`config.mk`:
```
export PLATFORM = sky130hd
export DESIGN_NAME = piso_bit_serializer
export DESIGN_NICKNAME = d
export VERILOG_FILES = /design/src/rtl/piso_bit_serializer.sv
export SDC_FILE = /design/constraint.sdc
export NUM_CORES = 1
export LEC_CHECK = 0
export BUFFER_PORTS_ARGS = -buffer_cell sky130_fd_sc_hd__clkbuf_2
export CAP_MARGIN = 15
export CORE_AREA = 4 4 42 44
export CTS_BUF_LIST = sky130_fd_sc_hd__clkbuf_8
export CTS_CLUSTER_DIAMETER = 100
export DETAILED_ROUTE_END_ITERATION = 7
export DIE_AREA = 0 0 46 48
export GPL_TIMING_DRIVEN = 0
export PLACE_DENSITY = 0.8
export SLEW_MARGIN = 40
export SYNTH_ARGS = -nofsm -noshare
export SYNTH_HDL_FRONTEND = slang
export SYNTH_SLANG_ARGS = --single-unit
```
`constraint.sdc`:
```
create_clock -name clk -period 1.5 [get_ports clk]
set_clock_uncertainty 0.15 [all_clocks]
set_input_delay 0.3 -clock clk [delete_from_list [all_inputs] [get_ports clk]]
set_output_delay 0.3 -clock clk [all_outputs]
set_load 0.02 [all_outputs]
```
`src/rtl/piso_bit_serializer.sv`:
```
// rtl/piso_bit_serializer.sv - parallel-in serial-out bit serializer with load handshake (optional parity bit: PISO_PARITY_EN)
module piso_bit_serializer #(
  parameter int WIDTH     = 8,
  parameter bit MSB_FIRST = 1'b1
) (
  input  logic             clk,
  input  logic             reset,
  input  logic [WIDTH-1:0] data_in,
  input  logic             load_valid,
  output logic             load_ready,
  input  logic             shift_en,
  output logic             x_out,
  output logic             x_valid,
  output logic             busy,
  output logic             done
);

  localparam int CW = $clog2(WIDTH);
  localparam logic [CW-1:0] LAST = CW'(WIDTH - 1);

`ifdef PISO_PARITY_EN
  typedef enum logic [1:0] {IDLE, SHIFT, PARITY} state_t;
`else
  typedef enum logic [0:0] {IDLE, SHIFT} state_t;
`endif

  state_t           state_q, state_d;
  logic [WIDTH-1:0] sreg_q, sreg_d;
  logic [CW-1:0]    cnt_q, cnt_d;
  logic             done_q, done_d;
`ifdef PISO_PARITY_EN
  logic             par_q, par_d;
`endif

  // State, shift register, bit counter and done pulse; async active-low clear
  always_ff @(posedge clk or negedge reset) begin
    if (!reset) begin
      state_q <= IDLE;
      sreg_q  <= '0;
      cnt_q   <= '0;
      done_q  <= 1'b0;
`ifdef PISO_PARITY_EN
      par_q   <= 1'b0;
`endif
    end else begin
      state_q <= state_d;
      sreg_q  <= sreg_d;
      cnt_q   <= cnt_d;
      done_q  <= done_d;
`ifdef PISO_PARITY_EN
      par_q   <= par_d;
`endif
    end
  end

  // Next-state and output decode; outputs depend only on registered state
  always_comb begin
    state_d    = state_q;
    sreg_d     = sreg_q;
    cnt_d      = cnt_q;
    done_d     = 1'b0;
`ifdef PISO_PARITY_EN
    par_d      = par_q;
`endif
    load_ready = 1'b0;
    x_valid    = 1'b0;
    x_out      = 1'b0;
    case (state_q)
      IDLE: begin
        load_ready = 1'b1;
        if (load_valid) begin
          sreg_d  = data_in;
          cnt_d   = '0;
          state_d = SHIFT;
`ifdef PISO_PARITY_EN
          par_d   = ^data_in;
`endif
        end
      end
      SHIFT: begin
        x_valid = 1'b1;
        x_out   = MSB_FIRST ? sreg_q[WIDTH-1] : sreg_q[0];
        if (shift_en) begin
          if (cnt_q == LAST) begin
            // Clear the datapath so a stale bit never lingers into IDLE
            sreg_d  = '0;
            cnt_d   = '0;
`ifdef PISO_PARITY_EN
            state_d = PARITY;
`else
            state_d = IDLE;
            done_d  = 1'b1;
`endif
          end else begin
            sreg_d = MSB_FIRST ? {sreg_q[WIDTH-2:0], 1'b0}
                               : {1'b0, sreg_q[WIDTH-1:1]};
            cnt_d  = cnt_q + 1'b1;
          end
        end
      end
`ifdef PISO_PARITY_EN
      PARITY: begin
        x_valid = 1'b1;
        x_out   = par_q;
        if (shift_en) begin
          state_d = IDLE;
          done_d  = 1'b1;
        end
      end
`endif
      default: begin
        state_d = IDLE;
      end
    endcase
  end

  assign busy = ~load_ready;
  assign done = done_q;

endmodule

```
==> metrics.yaml, run 1 <==
slowest_delay_ns: 0.41
fmax_mhz: 675
ioPinCount: 17
yosys-top-cells-area: "dfrtp_1, a22oi_1, ha_1"
ys.flop_type: "dfrtp_1"
ant_nets: 0
cts-root-buf: "clkbuf_8"
gp_congestion: 0.667
startpoint_type: "flop"
r2r_start: "cnt_q[0]"
cts.sinks: 13
endpoint_kind: "output port"
min_period_over_period: 0.988
min_path_cells: 3
synthMuxAreaShare: 0.0389
dpl_cell_area_sq_um: 712
drt-pass1-iter-count: 4
drc: 0
syn_inst: 58
r2r-end: "sreg_q[5]"
critical_path_class: "flop to output port"
vias: 529
ir_drop_v: 0.000620
synth_top_area_cell: "dfrtp_1"
grt_max_degree: 14
die_h_microns: 48
ys_ff_latch: 13
core_sq_mm: 0.00144
synth_commonest_cells: "dfrtp_1, nand2_1, a22oi_1, o21ai_0, nor2_1"
r2r_setup_slack_ns: 0.05
grt_pass1_wl_microns: 1940
finalHoldViolCount: 0
p_leak_nw: 0.419
grt_overflow: 0
synth_top_family_by_area: "compound AO/OA/AOI/OAI gates"
cts_max_level: 1
n_antenna_cell: 0
min_to: "sreg_q[3]"
power_mw: 1.54
clk_latency_ns: 0.24
grt.total_usage: 0.126
slew-limit-headroom: 0.781
yosys.area_share.simple: 0.117
cap_violations: 0
drtIter0Drc: 10
numCtsBuffers: 3
port_buffers: 16
row_count: 14
setup_slack_ns: 0.0183
holdWs_ns: 0.200
path_cells: "buf_6, and2_4, buf_8"
setup_viol: 0
path_clk_slew_ns: 0.05
drive_gt1_frac: 0.402
power_density_mw_per_mm2: 1780
yosysUniqueCellTypes: 18
synth_xor_area_frac: 0
avgSynthCellArea_sq_um: 10.5
syn_area_sq_um: 612
async_reset_ff_frac: 1.00
initial_core_util: 0.426
period_needed_ns: 1.48
dieArea_sq_mm: 0.00221
crit_required_ns: 1.05
drt-total-wl_microns: 1310
fin_nets: 98
status: "complete, no violations"
fp.dieW_microns: 46
antenna_found_initial: 0
yosys.area_share.adder: 0.0613
grt_pass1_vias: 466
min_from: "data_in[3]"
synth_compound_area_frac: 0.194
hp-class: "input pin to flop"
cts_tree: "yes"
worst_pin_slew_ns: 0.328
synth_top_area_share: 0.532
worst_r2r_path_depth: 6
fin_area_sq_um: 863
synth_most_common_cell: "dfrtp_1"
synth_edf_count: 0
dpl_worst_slack_ns: -0.0944
cts_buffer_depth: 2
yosysWarnings: 0
syn-num-nets: 73
rsz0062_at_grt: "true"
slew_viol_final: 0
crit_arrival_ns: 1.03
synth_seq_area_share: 0.532
post-dp-hpwl_microns: 922
crit_fanout: 4
num-fill-cells: 121
wl_per_cell_microns: 13.4
cp_slowest_cell: "dfrtp_2"
vias_per_cell: 5.40
areaGrowthSynthToFinish_pct: 41.1
[cells by family (layout without fill, tap and decap cells)]
logic type,after synthesis,in the layout
muxes,2,2
DFF,13,13
adders and majority gates,3,3
AOI/OAI and AO/OA,18,18
buffers and inverters,5,29
and+or+nand+nor,17,17
[power breakdown]
part | leakage (nW) | total, mW | switching, mW | internal (mW)
combinational | 0.234 | 0.636 | 0.294 | 0.341
clock | 0.0269 | 0.301 | 0.120 | 0.180
sequential | 0.158 | 0.599 | 0.108 | 0.490
total | 0.419 | 1.54 | 0.523 | 1.01
[metrics by stage]
step                      setup TNS [ns]   util  instances
after detailed placement          -0.529  0.496         90
after floorplan                        0      -         58
final                                  0  0.601         98
after global placement            -0.206  0.496         90
after CTS                         -0.136  0.559         97
after global routing              -0.243  0.601         98
[timing repair]
item,in CTS,in global routing
endpoints found under the setup margin,9,9
buffers inserted,2,1
pin swaps,0,5
hold buffers,1,0
resized for setup,12,12
endpoints found under the hold margin,13,0
[sequential cells by signal, indices dropped and copies added (netlist names)]
name / cells
done: 1
busy: 1
cnt_q: 3
sreg_q: 8
[layout make-up]
class / instances / area, sq um / area share
Inverter: 1 / 3.75 / 0.00435
Sequential cell: 13 / 327 / 0.378
Multi-Input combinational cell: 40 / 298 / 0.345
Buffer: 4 / 37.5 / 0.0435
Clock buffer: 3 / 41.3 / 0.0478
Clock inverter: 1 / 3.75 / 0.00435
Tap cell: 16 / 20.0 / 0.0232
Timing Repair Buffer: 20 / 133 / 0.154
[layout by cell type, fill, tap and decap left out]
master,count
buf_6,4
and3_1,1
nor2_1,5
a22oi_1,5
mux2i_4,1
ha_4,2
a22oi_2,2
ha_1,1
buf_4,4
inv_1,2
buf_8,1
dfrtp_1,12
nand2_1,9
o21ai_0,1
dfrtp_2,1
a32o_1,2
dlygate4sd3_1,1
clkbuf_8,3
nor2b_1,1
o22ai_1,1
o21ai_1,6
and2_4,1
mux2i_1,1
a21oi_1,1
clkbuf_2,14
[worst max-delay path by stage]
stage                         from   endpoint  slack (ns)  cells after the start
after floorplan           cnt_q[0]  sreg_q[5]        0.07                      6
after global placement    cnt_q[0]  sreg_q[2]       -0.05                      6
after detailed placement  cnt_q[0]  sreg_q[7]       -0.09                      6
after CTS                     busy  sreg_q[6]       -0.03                      5
after global routing      cnt_q[0]  sreg_q[6]       -0.05                      6
final                         busy      x_out        0.02                      3
[critical path, delay by kind of cell, from the launching register on]
kind                   cells  cell delay, ns
and+or+nand+nor            1            0.13
buffers and inverters      2            0.25
DFF                        1            0.41
[layer usage]
layer  GRT usage  vias to the layer above  share of wire  wire [microns]
met4      0.0852                        0          0.032              42
met2       0.209                       18           0.50             661
li1            -                      256              -               -
met1       0.147                      250           0.40             525
met5           0                        -              0               0
met3      0.0263                        5          0.063              82
No activity file was read; power rests on OpenSTA's default activity.
==> run 2: changes to the inputs <==
--- a/config.mk
+++ b/config.mk
@@ -7,13 +7,14 @@
 export LEC_CHECK = 0
 export BUFFER_PORTS_ARGS = -buffer_cell sky130_fd_sc_hd__clkbuf_2
 export CAP_MARGIN = 15
-export CORE_AREA = 4 4 42 44
+export CORE_AREA = 4 4 41 43
 export CTS_BUF_LIST = sky130_fd_sc_hd__clkbuf_8
 export CTS_CLUSTER_DIAMETER = 100
 export DETAILED_ROUTE_END_ITERATION = 7
-export DIE_AREA = 0 0 46 48
+export DIE_AREA = 0 0 45 47
 export GPL_TIMING_DRIVEN = 0
-export PLACE_DENSITY = 0.8
+export HOLD_SLACK_MARGIN = 0.12
+export PLACE_DENSITY = 0.81
 export SLEW_MARGIN = 40
 export SYNTH_ARGS = -nofsm -noshare
 export SYNTH_HDL_FRONTEND = slang
==> constraint.sdc (replaced) <==
create_clock -name clk -period 1.46 [get_ports clk]
set_clock_uncertainty 0.15 [all_clocks]
set_input_delay 0.292 -clock clk [delete_from_list [all_inputs] [get_ports clk]]
set_output_delay 0.292 -clock clk [all_outputs]
set_load 0.02 [all_outputs]
==> metrics.yaml, run 2 (same netlist as run 1, synthesis figures left out) <==
layout_common_cells: "clkbuf_2, dfrtp_1, nand2_1"
cts_tree: "yes"
fmax_mhz: 660
min_period_over_period: 1.04
fp.dieW_microns: 45
initial_core_util: 0.470
fin_nets: 101
grt_max_degree: 14
grt_pass1_vias: 543
cap_violations: 0
port_buffers: 16
vias: 591
worst_r2r_path_depth: 6
slowest_delay_ns: 0.39
final_common_cell: "clkbuf_2"
dp.cells: 89
crit_arrival_ns: 1.52
post-dp-hpwl_microns: 937
rsz0062_at_grt: "true"
critical_path_class: "flop to flop"
slew_viol_final: 0
n_antenna_cell: 0
wl_per_cell_microns: 17.5
crit_fanout: 7
violations: "setup timing"
path_clk_slew_ns: 0.06
period_needed_ns: 1.51
holdWs_ns: 0.206
slew-limit-headroom: 0.785
status: "finished with violations"
postLayoutCoreUtil: 0.696
r2r_start: "cnt_q[0]"
top_register: "sreg_q"
grt.total_usage: 0.181
ir_drop_v: 0.00102
largest_reg_flops: 8
cp-startpoint: "cnt_q[0]"
ant_nets: 0
drt-pass1-iter-count: 4
cts-root-buf: "clkbuf_8"
drive_gt1_frac: 0.447
path_cells: "ha_2, ha_4, nor2b_4, buf_6, a22oi_2, o21ai_1"
die_h_microns: 47
vias_per_cell: 5.91
grt_overflow: 0
crit_required_ns: 1.46
cts.sinks: 13
cts_max_level: 1
startpoint_type: "flop"
ioPinCount: 17
drt-total-wl_microns: 1750
power_density_mw_per_mm2: 1910
fin_cells: 100
numCtsBuffers: 3
setup_slack_ns: -0.0550
p_leak_nw: 0.445
row_count: 13
hp-class: "input pin to flop"
drc: 0
drtIter0Drc: 30
clk_latency_ns: 0.24
dieArea_sq_mm: 0.00212
min_from: "data_in[7]"
cts_buffer_depth: 2
endpoint_kind: "flop"
cp_slowest_cell: "dfrtp_1"
worst_pin_slew_ns: 0.315
grt_pass1_wl_microns: 2580
core_sq_mm: 0.00130
dpl_worst_slack_ns: -0.121
antenna_found_initial: 0
min_path_cells: 3
setup_viol: 8
gp_congestion: 0.791
finalHoldViolCount: 0
areaGrowthSynthToFinish_pct: 48.1
top_regs: "sreg_q (8), cnt_q (3)"
-- run 2: changes by cell type in the layout (fill, tap and decap cells not counted), sizes merged --
| cell | previous run | this run |
|---|---|---|
| buf | 9 | 12 |
-- run 2: final timing paths --
path	to	slack [ns]
worst max-delay path	sreg_q[4]	-0.05
worst min-delay path	sreg_q[7]	0.21
worst max register to register	sreg_q[4]	-0.05
worst min register to register	sreg_q[7]	0.34
max in group asynchronous	busy	0.58
min in group asynchronous	cnt_q[2]	0.32
-- run 2: layer usage --
layer,global-route usage,share of wire,vias up
met5,0,0,-
met4,0.0877,0.023,0
met3,0.0345,0.066,7
met2,0.331,0.56,32
met1,0.200,0.35,292
li1,-,-,260
-- run 2: through the flow --
stage,setup TNS (ns),power (mW),area (sq um)
2_1_floorplan,0,0.935,612
3_3_place_gp,-0.500,1.05,711
3_5_place_dp,-0.771,1.08,711
4_1_cts,-0.0470,1.58,857
5_1_grt,-0.485,1.83,906
6_report,-0.123,1.73,906
-- run 2: worst max-delay path: cells and delay by family (launching register included) --
kind | cells | cell delay [ns]
AOI/OAI and AO/OA | 2 | 0.23
adders and majority gates | 2 | 0.40
and+or+nand+nor | 1 | 0.11
DFF | 1 | 0.39
buffers and inverters | 1 | 0.13
-- run 2: final cells by class --
type | count | area (sq um)
Buffer | 4 | 45.0
Tap cell | 15 | 18.8
Sequential cell | 13 | 327
Multi-Input combinational cell | 40 | 308
Inverter | 1 | 3.75
Fill cell | 99 | 395
Clock inverter | 1 | 3.75
Clock buffer | 3 | 41.3
Timing Repair Buffer | 23 | 159
-- run 2: where the power goes --
| part | internal, mW | switching (mW) |
|---|---|---|
| combinational | 0.429 | 0.373 |
| sequential | 0.504 | 0.110 |
| clock | 0.185 | 0.128 |
-- run 2: timing repair --
action / 4_1_cts / 5_1_grt
hold buffers: 1 / 0
gates resized for setup: 21 / 8
buffers inserted: 5 / 1
endpoints found under the setup margin: 9 / 10
cloned: 0 / 0
hold endpoints to repair: 13 / 0
pin swaps: 2 / 4
